## config.mk

```make
export PLATFORM = sky130hd
export DESIGN_NAME = vga_timing_flat
export DESIGN_NICKNAME = d
export VERILOG_FILES = /design/src/rtl/vga_pkg.sv /design/src/rtl/vga_timing_if.sv /design/src/rtl/vga_axis_counter.sv /design/src/rtl/vga_timing.sv /design/src/flat_wrapper.sv
export SDC_FILE = /design/constraint.sdc
export NUM_CORES = 1
export LEC_CHECK = 0
export BUFFER_PORTS_ARGS = -buffer_cell sky130_fd_sc_hd__clkbuf_2
export CORE_AREA = 2 2 51 77
export DETAILED_ROUTE_END_ITERATION = 8
export DIE_AREA = 0 0 53 79
export PLACE_DENSITY = 0.64
export SYNTH_ARGS = -nofsm -noshare
export SYNTH_HDL_FRONTEND = slang
export SYNTH_SLANG_ARGS = --single-unit
```

## constraint.sdc

```tcl
create_clock -name clk -period 4.12 [get_ports clk]
set_input_delay 0.206 -clock clk [delete_from_list [all_inputs] [get_ports clk]]
set_output_delay 0.206 -clock clk [all_outputs]
set_load 0.05 [all_outputs]
```

## src/rtl/vga_pkg.sv

```systemverilog
// Shared VGA types and constants for the timing block and the renderer.
// Default 640x480@60 timing, 3-bit colours and tile geometry.
package vga_pkg;

   localparam int unsigned CW   = 10;
   localparam int unsigned RGBW = 3;

   typedef logic [CW-1:0]   coord_t;
   typedef logic [RGBW-1:0] rgb_t;

   localparam int unsigned H_ACTIVE_C = 640;
   localparam int unsigned H_FP_C     = 16;
   localparam int unsigned H_SYNC_C   = 96;
   localparam int unsigned H_BP_C     = 48;
   localparam int unsigned V_ACTIVE_C = 480;
   localparam int unsigned V_FP_C     = 10;
   localparam int unsigned V_SYNC_C   = 2;
   localparam int unsigned V_BP_C     = 33;

   localparam rgb_t BLACK   = 3'b000;
   localparam rgb_t RED     = 3'b100;
   localparam rgb_t GREEN   = 3'b010;
   localparam rgb_t BLUE    = 3'b001;
   localparam rgb_t CYAN    = 3'b011;
   localparam rgb_t YELLOW  = 3'b110;
   localparam rgb_t MAGENTA = 3'b101;
   localparam rgb_t WHITE   = 3'b111;

   localparam int unsigned TILE_W     = 4;
   localparam int unsigned TILE_SHIFT = 2;

   function automatic int unsigned axis_total(
      input int unsigned a,
      input int unsigned f,
      input int unsigned s,
      input int unsigned b
   );
      return a + f + s + b;
   endfunction

endpackage

```

## src/rtl/vga_timing_if.sv

```systemverilog
// Pixel-position bundle between the timing master and the renderer.
// The renderer answers pixel_rgb combinationally for xpos/ypos.
interface vga_timing_if;
   import vga_pkg::*;

   coord_t xpos;
   coord_t ypos;
   logic   active;
   logic   tick;
   logic   frame_start;
   rgb_t   pixel_rgb;

   modport master (
      output xpos,
      output ypos,
      output active,
      output tick,
      output frame_start,
      input  pixel_rgb
   );

   modport slave (
      input  xpos,
      input  ypos,
      input  active,
      input  tick,
      input  frame_start,
      output pixel_rgb
   );

endinterface

```

## src/rtl/vga_axis_counter.sv

```systemverilog
// One timing axis: wrapping counter plus active and sync decode.
// Used once per line (H) and once per frame (V).
module vga_axis_counter
   import vga_pkg::*;
#(
   parameter int unsigned ACTIVE = H_ACTIVE_C,
   parameter int unsigned FP     = H_FP_C,
   parameter int unsigned SYNC   = H_SYNC_C,
   parameter int unsigned BP     = H_BP_C,
   parameter bit          POL    = 1'b0
) (
   input  logic   clk,
   input  logic   reset,
   input  logic   en,
   output coord_t count,
   output logic   wrap,
   output logic   in_active,
   output logic   sync
);

   localparam int unsigned TOTAL = axis_total(ACTIVE, FP, SYNC, BP);

   // 11-bit bounds so an axis ending exactly at 1024 still compares right
   localparam logic [CW:0] LAST = (CW+1)'(TOTAL - 1);
   localparam logic [CW:0] ACT  = (CW+1)'(ACTIVE);
   localparam logic [CW:0] S_LO = (CW+1)'(ACTIVE + FP);
   localparam logic [CW:0] S_HI = (CW+1)'(ACTIVE + FP + SYNC);

   coord_t      cnt_q;
   coord_t      cnt_d;
   logic [CW:0] cnt_x;

   assign cnt_x = {1'b0, cnt_q};

   always_ff @(posedge clk) begin
      if (reset) cnt_q <= '0;
      else       cnt_q <= cnt_d;
   end

   always_comb begin
      cnt_d = cnt_q;
      if (en) cnt_d = wrap ? '0 : cnt_q + coord_t'(1);
   end

   assign count     = cnt_q;
   assign wrap      = (cnt_x == LAST);
   assign in_active = (cnt_x < ACT);
   assign sync      = (cnt_x >= S_LO && cnt_x < S_HI) ? POL : ~POL;

endmodule

```

## src/rtl/vga_timing.sv

```systemverilog
// VGA pixel-timing master: divider, H/V counters, renderer interface
// and a one-pixel output register stage driving the pins.
module vga_timing
   import vga_pkg::*;
#(
   parameter int unsigned CLK_DIV  = 2,
   parameter int unsigned H_ACTIVE = H_ACTIVE_C,
   parameter int unsigned H_FP     = H_FP_C,
   parameter int unsigned H_SYNC   = H_SYNC_C,
   parameter int unsigned H_BP     = H_BP_C,
   parameter int unsigned V_ACTIVE = V_ACTIVE_C,
   parameter int unsigned V_FP     = V_FP_C,
   parameter int unsigned V_SYNC   = V_SYNC_C,
   parameter int unsigned V_BP     = V_BP_C,
   parameter bit          SYNC_POL = 1'b0
) (
   input  logic                clk,
   input  logic                reset,
   vga_timing_if.master        vif,
   output logic                vga_hsync,
   output logic                vga_vsync,
   output logic [RGBW-1:0]     vga_rgb
);

   localparam int unsigned DW = (CLK_DIV > 1) ? $clog2(CLK_DIV) : 1;
   localparam logic [DW-1:0] DIV_LAST = DW'(CLK_DIV - 1);

   logic [DW-1:0] div_q;
   logic [DW-1:0] div_d;
   logic          pix_en;

   coord_t h_cnt;
   coord_t v_cnt;
   logic   h_wrap;
   logic   h_act;
   logic   h_sync;
   logic   v_act;
   logic   v_sync;
   logic   unused_v_wrap;
   logic   active;

   rgb_t rgb_q;
   rgb_t rgb_d;
   logic hs_q;
   logic hs_d;
   logic vs_q;
   logic vs_d;

   // with CLK_DIV = 1 the divider sits at 0 and pix_en is constant
   assign pix_en = (div_q == DIV_LAST);

   always_comb div_d = pix_en ? '0 : div_q + DW'(1);

   always_ff @(posedge clk) begin
      if (reset) div_q <= '0;
      else       div_q <= div_d;
   end

   vga_axis_counter #(
      .ACTIVE (H_ACTIVE),
      .FP     (H_FP),
      .SYNC   (H_SYNC),
      .BP     (H_BP),
      .POL    (SYNC_POL)
   ) u_h (
      .clk       (clk),
      .reset     (reset),
      .en        (pix_en),
      .count     (h_cnt),
      .wrap      (h_wrap),
      .in_active (h_act),
      .sync      (h_sync)
   );

   vga_axis_counter #(
      .ACTIVE (V_ACTIVE),
      .FP     (V_FP),
      .SYNC   (V_SYNC),
      .BP     (V_BP),
      .POL    (SYNC_POL)
   ) u_v (
      .clk       (clk),
      .reset     (reset),
      .en        (pix_en & h_wrap),
      .count     (v_cnt),
      .wrap      (unused_v_wrap),
      .in_active (v_act),
      .sync      (v_sync)
   );

   assign active = h_act & v_act;

   assign vif.xpos   = h_cnt;
   assign vif.ypos   = v_cnt;
   assign vif.active = active;
   assign vif.tick   = (v_cnt == coord_t'(V_ACTIVE));

   assign vif.frame_start = pix_en & ~reset &
                            (h_cnt == '0) & (v_cnt == '0);

   // pins lag the counters by one pixel, colour and sync together
   always_comb begin
      rgb_d = rgb_q;
      hs_d  = hs_q;
      vs_d  = vs_q;
      if (pix_en) begin
         rgb_d = active ? vif.pixel_rgb : BLACK;
         hs_d  = h_sync;
         vs_d  = v_sync;
      end
   end

   always_ff @(posedge clk) begin
      if (reset) begin
         rgb_q <= BLACK;
         hs_q  <= ~SYNC_POL;
         vs_q  <= ~SYNC_POL;
      end else begin
         rgb_q <= rgb_d;
         hs_q  <= hs_d;
         vs_q  <= vs_d;
      end
   end

   assign vga_rgb   = rgb_q;
   assign vga_hsync = hs_q;
   assign vga_vsync = vs_q;

endmodule

```

## src/flat_wrapper.sv

```systemverilog
// flat-port wrapper written by rule: the top's interface ports become plain ports
module vga_timing_flat import vga_pkg::*;
#(
   parameter int unsigned CLK_DIV  = 2,
   parameter int unsigned H_ACTIVE = H_ACTIVE_C,
   parameter int unsigned H_FP     = H_FP_C,
   parameter int unsigned H_SYNC   = H_SYNC_C,
   parameter int unsigned H_BP     = H_BP_C,
   parameter int unsigned V_ACTIVE = V_ACTIVE_C,
   parameter int unsigned V_FP     = V_FP_C,
   parameter int unsigned V_SYNC   = V_SYNC_C,
   parameter int unsigned V_BP     = V_BP_C,
   parameter bit          SYNC_POL = 1'b0
)
  (clk, reset, vga_hsync, vga_vsync, vga_rgb, vif_xpos, vif_ypos, vif_active, vif_tick, vif_frame_start, vif_pixel_rgb);
  vga_timing_if vif_i ();
  input  logic clk;
  input  logic reset;
  output logic vga_hsync;
  output logic vga_vsync;
  output logic [RGBW-1:0] vga_rgb;
  output wire logic [$bits(vif_i.xpos)-1:0] vif_xpos;
  output wire logic [$bits(vif_i.ypos)-1:0] vif_ypos;
  output wire logic [$bits(vif_i.active)-1:0] vif_active;
  output wire logic [$bits(vif_i.tick)-1:0] vif_tick;
  output wire logic [$bits(vif_i.frame_start)-1:0] vif_frame_start;
  input wire logic [$bits(vif_i.pixel_rgb)-1:0] vif_pixel_rgb;
  assign vif_xpos = vif_i.xpos;
  assign vif_ypos = vif_i.ypos;
  assign vif_active = vif_i.active;
  assign vif_tick = vif_i.tick;
  assign vif_frame_start = vif_i.frame_start;
  assign vif_i.pixel_rgb = vif_pixel_rgb;
  vga_timing #(.CLK_DIV(CLK_DIV), .H_ACTIVE(H_ACTIVE), .H_FP(H_FP), .H_SYNC(H_SYNC), .H_BP(H_BP), .V_ACTIVE(V_ACTIVE), .V_FP(V_FP), .V_SYNC(V_SYNC), .V_BP(V_BP), .SYNC_POL(SYNC_POL)) u_core (.clk(clk), .reset(reset), .vif(vif_i), .vga_hsync(vga_hsync), .vga_vsync(vga_vsync), .vga_rgb(vga_rgb));
endmodule
```

==> flow_metrics.py <==
metrics = {
    "synthesis": {
        "synthesis.area_um2": 1370,
        "synth_cell_types": 46,
        "synth_top_area_share_pct": 38.0,
        "synthArstFlopShare_pct": 0,
        "yosys-top-cells-area": "dfxtp_1, nor3_1, xor2_1, ha_1, nand2_1",
        "ys.flop_type": "dfxtp_1",
        "postSynthCellCount": 153,
        "yosysMostFrequentCell": "dfxtp_1",
        "syn-num-nets": 162,
        "synth.avg_cell_area_um2": 8.95,
        "ys_ff_latch": 26,
        "yosys.area.top_type": "dfxtp_1",
        "ys_warn_count": 0,
        "synth_edf_count": 0,
        "yosysSeqAreaShare_pct": 38.0,
        "synth_common_cells": "dfxtp_1, nor3_1, nand2_1",
    },
    "placed_design": {
        "place_ws_ns": 1.84,
        "dp.cells": 221,
        "hpwl_mm": 2.48,
        "routabilityCongestion": 0.854,
        "port_buffers": 32,
    },
    "timing": {
        "tns_ns": 0,
        "fmax_ghz": 0.438,
        "finalCritPeriodShare_pct": 55.4,
        "finalWorstSetupSlack_ns": 1.84,
        "fin_skew_ns": 0.00351,
        "slew_viol_final": 0,
        "relSlewSlack_pct": 32.4,
        "tightest_slew_ns": 1.01,
        "finalSetupViolCount": 0,
        "rsz0062_at_grt": "no",
        "min_period_ns": 2.28,
        "hold_ws_ns": 0.145,
        "hold_viol_final": 0,
    },
    "finish": {
        "diodes": 0,
        "layoutNonFillerInstCount": 225,
        "area_delta_synth_final_pct": 17.2,
        "nets": 192,
        "drive_gt1_share_pct": 24.2,
    },
    "clock_tree": {
        "cts_sinks": 26,
        "cts_tree": "built",
        "cts_resized": 0,
        "cts-root-buf": "clkbuf_8",
        "clock_latency_ns": 0.26,
        "postCtsSetupRepairBufs": 0,
        "cts_hold_buf": 0,
        "clk_path_buf_depth": 2,
        "cts.clk_slew.worst_paths_ns": 0.09,
        "htree_levels": 1,
        "numCtsBuffers": 3,
    },
    "setup_path": {
        "cp-end-kind": "register",
        "worstPathRequired_ns": 4.28,
        "cp.arrival_ns": 2.45,
        "path_max_fanout": 19,
        "critPathKind": "register to register",
        "start_kind": "register",
    },
    "detailed_routing": {
        "num_vias": 1283,
        "vias_per_cell": 5.70,
        "drc": 0,
        "firstDrtPassIters": 4,
        "drtIter0Drc": 38,
        "wl_per_cell_um": 14.7,
        "drt_wl_total_mm": 3.30,
        "ant_nets": 0,
    },
    "global_routing": {
        "grt_antenna_before_repair": 0,
        "grt_pass1_vias": 1215,
        "grt_max_degree": 24,
        "grt_first_pass_wirelength_mm": 5.51,
        "grt.overflow.total": 0,
        "grt_usage_pct": 17.1,
    },
    "worst_hold_path": {
        "hp-class": "input port to register",
    },
    "floorplan": {
        "core_area_um2": 3550,
        "floorplan.initialDensity_pct": 38.6,
        "ioPinCount": 33,
        "die_h_um": 79,
        "die_area_um2": 4190,
        "die_w_um": 53,
        "fp-row-count": 27,
    },
    "outcome": {
        "status": "finished, final reports clean",
    },
    "power": {
        "leakagePower_nw": 0.669,
        "pwr_density_cell_nw_per_um2": 284,
        "worst_ir_drop_vdd_v": 0.000181,
    },
    "flow_run": {
        "drv_cap": 0,
    },
}
-- per-stage QoR --
step / utilization, % / total power [mW] / area [um2]
6_report: 45.2 / 0.456 / 1600
5_1_grt: 45.2 / 0.474 / 1600
4_1_cts: 45.2 / 0.463 / 1600
3_5_place_dp: 43.7 / 0.299 / 1550
3_3_place_gp: 43.7 / 0.299 / 1550
2_1_floorplan: - / 0.290 / 1370
-- path summary, 6_finish.rpt --
| path | from | end | slack [ns] | depth (start not counted) |
|---|---|---|---|---|
| hold reg to reg | u_core.vga_rgb[2] | u_core.vga_rgb[2] | 0.49 | 1 |
| hold / removal | vif_pixel_rgb[2] | u_core.vga_rgb[2] | 0.14 | 2 |
| setup / recovery | u_core.u_h.count[0] | u_core.u_v.count[9] | 1.84 | 5 |
| setup reg to reg | u_core.u_h.count[0] | u_core.u_v.count[9] | 1.84 | 5 |
-- state kept, by name, indices dropped and copies added (netlist names) --
name and cells:
u_core.u_h.count 10, u_core.u_v.count 10, u_core.vga_rgb 3, u_core.div_q 1, u_core.vga_hsync 1, u_core.vga_vsync 1
-- cells by family (layout without fill, tap and decap cells) --
kind of cell | count (synthesis) | count (layout) | synth area share (%)
AO/OA/AOI/OAI | 28 | 28 | 14.9
XOR/XNOR | 8 | 8 | 5.12
adder cells (fa/ha/maj) | 4 | 4 | 3.66
buffers and inverters | 14 | 43 | 4.39
flip-flops | 26 | 26 | 38.0
AND/OR/NAND/NOR | 73 | 73 | 33.9
-- critical path: stages (launching register included) --
cell,delay (ns)
dfxtp_1,0.40
ha_1,0.31
nand4bb_4,0.16
nor3_2,0.78
o21ai_0,0.21
a32o_1,0.32
-- layout make-up --
cell class / count / area, um2
inverters: 7 / 26.3
clock buffers: 4 / 55.1
flip-flops and latches: 26 / 520
well taps: 43 / 53.8
multi-input cells: 113 / 788
repair buffers: 32 / 160
fillers: 369 / 1940
-- where the power goes --
part	leakage, nW	internal, mW	switching, mW
registers	0.210	0.255	0.00468
clock network	0.0288	0.0853	0.0767
logic	0.430	0.00949	0.0245
total	0.669	0.350	0.106
-- per-layer routing --
metal,routed length (um),vias up,track usage [%]
met3,172,6,2.26
met4,80,0,8.46
met5,0,-,0
met1,1430,597,20.4
li1,-,634,-
met2,1610,46,29.3
-- layout by cell type, fill, tap and decap left out, types with 3 or more instances in the layout --
master | netlist | routed
nand3b_1 | 3 | 3
a21oi_1 | 7 | 7
clkbuf_8 | 0 | 4
nand3_1 | 8 | 8
ha_1 | 4 | 4
nand4_1 | 4 | 4
inv_1 | 7 | 7
nand2_1 | 12 | 12
dfxtp_1 | 26 | 26
nor3_1 | 14 | 14
clkbuf_2 | 1 | 32
xor2_1 | 6 | 6
a22o_1 | 3 | 3
and3_1 | 5 | 5
nor2_1 | 5 | 5
o21ai_0 | 5 | 5
No activity file was read; power rests on OpenSTA's default activity.
